File: config.mk
export PLATFORM = sky130hd
export DESIGN_NAME = cache_axi_read_bridge
export DESIGN_NICKNAME = d
export VERILOG_FILES = /design/src/rtl/cache_axi_read_bridge.sv
export SDC_FILE = /design/constraint.sdc
export NUM_CORES = 1
export LEC_CHECK = 0
export ABC_AREA = 1
export CAP_MARGIN = 5
export CORE_AREA = 4 4 278 280
export CTS_BUF_LIST = sky130_fd_sc_hd__clkbuf_4 sky130_fd_sc_hd__clkbuf_8
export CTS_CLUSTER_DIAMETER = 150
export DETAILED_ROUTE_END_ITERATION = 8
export DIE_AREA = 0 0 282 284
export GPL_TIMING_DRIVEN = 0
export PLACE_DENSITY = 0.51
export RECOVER_POWER = 25
export SYNTH_ARGS = -nofsm -noshare
export SYNTH_HDL_FRONTEND = slang
export SYNTH_SLANG_ARGS = --single-unit
File: constraint.sdc
create_clock -name clk_i -period 8.7 [get_ports clk_i]
set_clock_uncertainty 0.2 [all_clocks]
set_input_delay 1.74 -clock clk_i [delete_from_list [all_inputs] [get_ports clk_i]]
set_output_delay 1.74 -clock clk_i [all_outputs]
set_load 0.1 [all_outputs]
File: src/rtl/cache_axi_read_bridge.sv
// cache_axi_read_bridge: read-only bridge from a cache/MMU access port to an
// AXI4 AR/R channel pair. A word access becomes a single-beat burst and a
// line access becomes a full line fill. The collected data comes back on a
// one-cycle response pulse. Only one transaction is outstanding at a time.
module cache_axi_read_bridge #(
   parameter int         XLEN       = 64,
   parameter int         PADDR      = 56,
   parameter int         LINE_BEATS = 8,
   parameter logic [3:0] AXI_ID     = 4'd0
) (
   input  logic                       clk_i,
   input  logic                       arst_i,
   input  logic                       req_valid,
   output logic                       req_ready,
   input  logic [PADDR-1:0]           req_addr,
   input  logic [1:0]                 req_size,
   input  logic                       req_line,
   output logic                       rsp_valid,
   output logic [LINE_BEATS*XLEN-1:0] rsp_data,
   output logic                       rsp_error,
   output logic                       arvalid,
   input  logic                       arready,
   output logic [PADDR-1:0]           araddr,
   output logic [3:0]                 arid,
   output logic [7:0]                 arlen,
   output logic [2:0]                 arsize,
   output logic [1:0]                 arburst,
   input  logic                       rvalid,
   output logic                       rready,
   input  logic [XLEN-1:0]            rdata,
   input  logic [1:0]                 rresp,
   input  logic                       rlast
);

   localparam int IDX_W    = $clog2(LINE_BEATS);
   localparam int CNT_W    = IDX_W + 1;
   localparam int LINE_OFF = $clog2(LINE_BEATS * XLEN / 8);

   typedef enum logic [1:0] {IDLE, ADDR, DATA, RESP} state_t;

   state_t            state, state_nxt;
   logic [XLEN-1:0]   beat_buf [LINE_BEATS];
   logic [CNT_W-1:0]  beat_cnt;
   logic              err_flag;
   logic              accept;
   logic              r_hs;
   logic [PADDR-1:0]  line_mask;
   logic [PADDR-1:0]  size_mask;

   assign accept    = req_valid && req_ready;
   assign r_hs      = rvalid && rready;
   assign line_mask = ~((PADDR'(1) << LINE_OFF) - PADDR'(1));
   assign size_mask = ~((PADDR'(1) << req_size) - PADDR'(1));
   assign arid      = AXI_ID;
   assign rsp_error = err_flag;

   // State register.
   always_ff @(posedge clk_i) begin
      // NOTE: sequential state uses <= so every flop samples pre-edge values.
      if (arst_i) state <= IDLE;
      else        state <= state_nxt;
   end

   // Next-state decode and handshake outputs, all derived from the state.
   always_comb begin
      // NOTE: every output gets a default first so no path infers a latch.
      state_nxt = state;
      req_ready = 1'b0;
      arvalid   = 1'b0;
      rready    = 1'b0;
      rsp_valid = 1'b0;
      case (state)
         IDLE: begin
            req_ready = 1'b1;
            if (req_valid) state_nxt = ADDR;
         end
         ADDR: begin
            arvalid = 1'b1;
            if (arready) state_nxt = DATA;
         end
         DATA: begin
            rready = 1'b1;
            if (rvalid && rlast) state_nxt = RESP;
         end
         RESP: begin
            rsp_valid = 1'b1;
            state_nxt = IDLE;
         end
         default: state_nxt = IDLE;
      endcase
   end

   // Request latch, beat collection and error accumulation.
   always_ff @(posedge clk_i) begin
      if (arst_i) begin
         araddr   <= '0;
         arlen    <= '0;
         arsize   <= '0;
         arburst  <= '0;
         beat_cnt <= '0;
         err_flag <= 1'b0;
         // NOTE: the buffer is reset because it drives rsp_data directly and
         // must read as zero after reset.
         for (int i = 0; i < LINE_BEATS; i++) beat_buf[i] <= '0;
      end else begin
         if (accept) begin
            arburst  <= 2'b01;
            beat_cnt <= '0;
            err_flag <= 1'b0;
            for (int i = 0; i < LINE_BEATS; i++) beat_buf[i] <= '0;
            if (req_line) begin
               araddr <= req_addr & line_mask;
               arlen  <= 8'(LINE_BEATS - 1);
               arsize <= 3'd3;
            end else begin
               araddr <= req_addr & size_mask;
               arlen  <= 8'd0;
               arsize <= {1'b0, req_size};
            end
         end
         if (r_hs) begin
            err_flag <= err_flag | rresp[1];
            // Beats beyond the requested burst length are accepted but dropped.
            if (9'(beat_cnt) <= 9'(arlen)) begin
               beat_buf[beat_cnt[IDX_W-1:0]] <= rdata;
               beat_cnt                      <= beat_cnt + CNT_W'(1);
            end
         end
      end
   end

   // Flatten the beat buffer onto the response bus, beat k at [k*XLEN +: XLEN].
   for (genvar g = 0; g < LINE_BEATS; g++) begin : g_rsp
      assign rsp_data[g*XLEN +: XLEN] = beat_buf[g];
   end

endmodule

Word-level counts from Yosys, hierarchy flattened
Memories as Yosys holds them, arrays and structs flattened.
Cells that the tools add are included.
{ "totals": {"n_memories": 1, "input_bits": 131, "word_cells": 72, "mem_bits_rw": 512, "regBits": 75, "out_inout_bits": 590} }
{ "classes": {"muxes": 36, "n_shift": 1, "eq_ne": 6, "bitwise": 11, "n_reduce_logical": 7, "n_addsub": 2, "n_lt_le_gt_ge": 1} }
{ "mem_list": {"columns": ["memory", "words", "word_bits", "rd", "rd_ports_with_merged_regs", "wr", "line", "source"], "rows": [
  ["beat_buf", 8, 64, 8, 0, 8, "42", "logic [XLEN-1:0] beat_buf [LINE_BEATS];"]
]} }
{ "ops": {"columns": ["cell", "count"], "rows": [
  ["$mux 64", 9],
  ["$reduce_or 64->1", 1],
  ["$and 56x56->56", 1],
  ["$mux 56", 1],
  ["$not 56->56", 1],
  ["$shl 1x2->56 const A", 1],
  ["$sub 56x2->56 const B", 1],
  ["$mux 1", 16],
  ["$mux 4", 3],
  ["$or 1x1->1", 9],
  ["$le 4x8->1", 1],
  ["$mux 2", 4],
  ["$pmux 2 s4", 1],
  ["$mux 3", 2],
  ["$ne 2x2->1 const B", 3],
  ["$add 4x1->4 const B", 1],
  ["$eq 2x2->1 const B", 2],
  ["$logic_and 1x1->1", 3],
  ["$reduce_and 3->1", 1],
  ["$eq 2x1->1 const B", 1],
  ["$logic_not 2->1", 1],
  ["$reduce_bool 2->1", 1]
]} }

Depth between registers and ports, before layout
{ "logic_depth": {"ltp_word": 8, "mapped_depth": 13, "depth_no_buf": 12} }

Worst setup path before layout
No wires, ideal clock.
{ "synth_path": {"path_kind": "input-to-reg", "startpoint": "input port arst_i", "endpoint": "memory beat_buf[3][0], enable pin", "t_required_ns": 8.076, "n_path_buf": 3, "arrival_ns": 3.945, "path_stages": 6, "path_slack_ns": 4.131, "setup_ns": 0.424, "cell_sequence": "buf_2 -> nor3_1 -> nand4_1 -> buf_2 -> buf_6 -> nand2_1"} }
{ "synth_rtl": {"columns": ["item", "line", "source"], "rows": [
  ["from (decl)", "12", "input logic arst_i,"],
  ["to (decl)", "42", null]
]} }

==> metrics.txt <==
status=finished clean; WL final=roughly 79 mm; Num CTS Buffers=around 100; clock tree sinks=about 580; area of the multi-input gates=approximately 3100 sq um; Hold Vio Cnt, Final=0; post-DR vias/cell=4.39; part of the cycle the worst path needs=between 50% and 60%; DR pass1 iterations=5; Post-Place Worst Slack=between 3 and 4 ns; initial antenna violation count=5; setup_tns=0 ns; Post-synth EDFFs=between 500 and 600; H-tree levels=3; worst setup margin=3.73 ns; critical path, cell by cell=dlygate4sd3_1 > nand2_1 > inv_1 > clkbuf_1 > nand4_1 > clkbuf_1 > clkbuf_1 > nand2_4 > buf_16; Max clock buf depth=3; CTS tree=yes; max-cap violation count=0; crit path kind=in -> reg; Antenna Nets Post-Route=0; chip height=around 280 um; reg2reg start=arlen[1]; crit path time final=4.97 ns; total setup buffers inserted after CTS=0; ys flop type=edfxtp_1; synth unique cells=21; CP endpoint kind=register; total grt overflow=0; maximum vdd drop=0.141 mV; launch point of the worst path=rvalid; slowest CP cell=clkbuf_1; leading cell type in the layout, fill and taps excluded=clkdlybuf4s50_1; sequential share of the synthesized area=roughly 81%; # setup viols final=0; # rows=100; cts hold-fix bufs=0; Layout Nets=~2400; core area=~74000 sq um; hold path startpoint=araddr[50]; Syn Area/Cell=approximately 14 sq um; layout cells sized above 1=under 10%; most frequent cells in the layout=clkdlybuf4s50_1 (705), nor2_1 (531), edfxtp_1 (512); Root Buffer=clkbuf_8; Area growth syn-to-layout=50.6%; largest net degree at the start of global routing=53; routability cong.=a little over 0.8; dpl hpwl=between 50 and 60 mm; number of port buffers=around 710; register bit count reported by yosys=between 500 and 600; worst min-delay path class=reg -> reg; Slew Viols, Final=0; via count=between 10000 and 15000; pwr dens=353 nW/um^2; Initial Util=between 20% and 30%; fraction of registers with async set/reset=0%; most used cell, CP=clkbuf_1; IO Count=between 700 and 800; Fmax achieved=201 MHz; DR iter-0 viols=slightly below 1000; Yosys top cell area share=about three quarters; hold depth=2; Clk Latency, worst-skew pair=about 0.68 ns; Hold Slack=approximately 0.26 ns; total global-route track usage=18.9%; die width=around 280 um; vias in the first global route=15100; Die Area=about 80000 sq um; slew margin rel.=7.83%; global-route wire length before repair=109 mm; critical path's largest stage delay=just over 0.9 ns; CP Launch Type=primary input; cells resized by post-CTS repair=0; r2r worst-path depth=13; RSZ-0062 raised after global routing=no; Gate Count Post-Synth=around 1500; mapped cell area=20600 sq um; synth top area cells=edfxtp_1 (75%), nor2_1 (9.7%), dfxtp_1 (6.5%), nand2_1 (1.7%), inv_1 (1.4%); Register Area=16700 sq um; per-cell routed wire length=about 24 um; leakage power total=between 10 and 15 nW; maximum fanout along the worst path=43; DRC viols=0; crit path DAT=approximately 5.2 ns; Worst Tran Pin Value=around 1.4 ns; top cell type by total area after synthesis=edfxtp_1; fillers=roughly 6900; Clock Pin Slew Worst Setup and Hold Paths=~0.06 ns; WP data required=8.88 ns; Ys Warns=0
sequential cells by signal, summed over array words and instances, names as in the netlist:
| name | flops |
|---|---|
| beat_buf | 512 |
| araddr | 56 |
| beat_cnt | 4 |
| arsize | 2 |
| state | 2 |
| arburst | 1 |
| arlen | 1 |
| rsp_error | 1 |
worst max-delay path, delay by kind of cell:
| kind | cells | cell delay, ns |
|---|---|---|
| simple gates | 3 | 0.71 |
| buf+inv | 6 | 2.61 |
metrics by stage:
| stage | cells | power, mW | area (sq um) | util, % |
|---|---|---|---|---|
| finish | 3351 | 11.0 | 31100 | 41.7 |
| global route | 3349 | 11.3 | 31100 | 41.7 |
| CTS | 3344 | 11.1 | 31200 | 41.9 |
| detailed placement | 3161 | 8.57 | 29200 | 39.2 |
| global placement | 3153 | 8.55 | 28900 | 38.9 |
| floorplan | 1477 | 7.28 | 20700 | - |
kinds of logic after synthesis:
| group | share of synthesized area [%] |
|---|---|
| simple gates | 11.8 |
| compound gates | 2.17 |
| buf+inv | 4.28 |
| fa+ha+maj | 0.607 |
| flops | 81.1 |
| other cells | 0.0182 |
per-layer routing:
layer  track usage [%]  part of all wire [%]  vias up
li1                  -                     -     6636
met1              21.0                    37     7174
met2              32.8                    49      749
met3              7.04                    10      147
met4              7.60                   3.6        0
met5                 0                     0        -
cell usage after synthesis, types with 12 or more instances:
| cell | instances |
|---|---|
| buf_6 | 20 |
| dfxtp_1 | 67 |
| nor2_1 | 531 |
| clkbuf_1 | 12 |
| inv_1 | 77 |
| a22o_1 | 25 |
| edfxtp_1 | 512 |
| nand2_1 | 96 |
| buf_4 | 14 |
| o21ai_0 | 33 |
| buf_2 | 40 |
path summary, 6_finish.rpt:
path                     end  slack (ns)
max          beat_buf[3][63]        3.73
min reg2reg       araddr[50]        0.26
min               araddr[50]        0.26
max reg2reg  beat_buf[3][63]        4.40
layout make-up:
class,instances,share of cell area (%)
multi-input cells,730,10.0
well taps,969,3.90
clock buffers,139,5.58
clock inverters,44,0.910
repair buffers,715,23.4
flip-flops and latches,579,53.8
plain buffers,86,1.27
inverters,82,0.991
diodes,7,0.0564
power by group:
part	total [mW]	internal, mW	switching [mW]
logic	4.76	0.843	3.92
registers	3.71	3.55	0.153
clock network	2.49	1.33	1.16
total	11.0	5.73	5.23
Power figures use the tool's default switching activity.
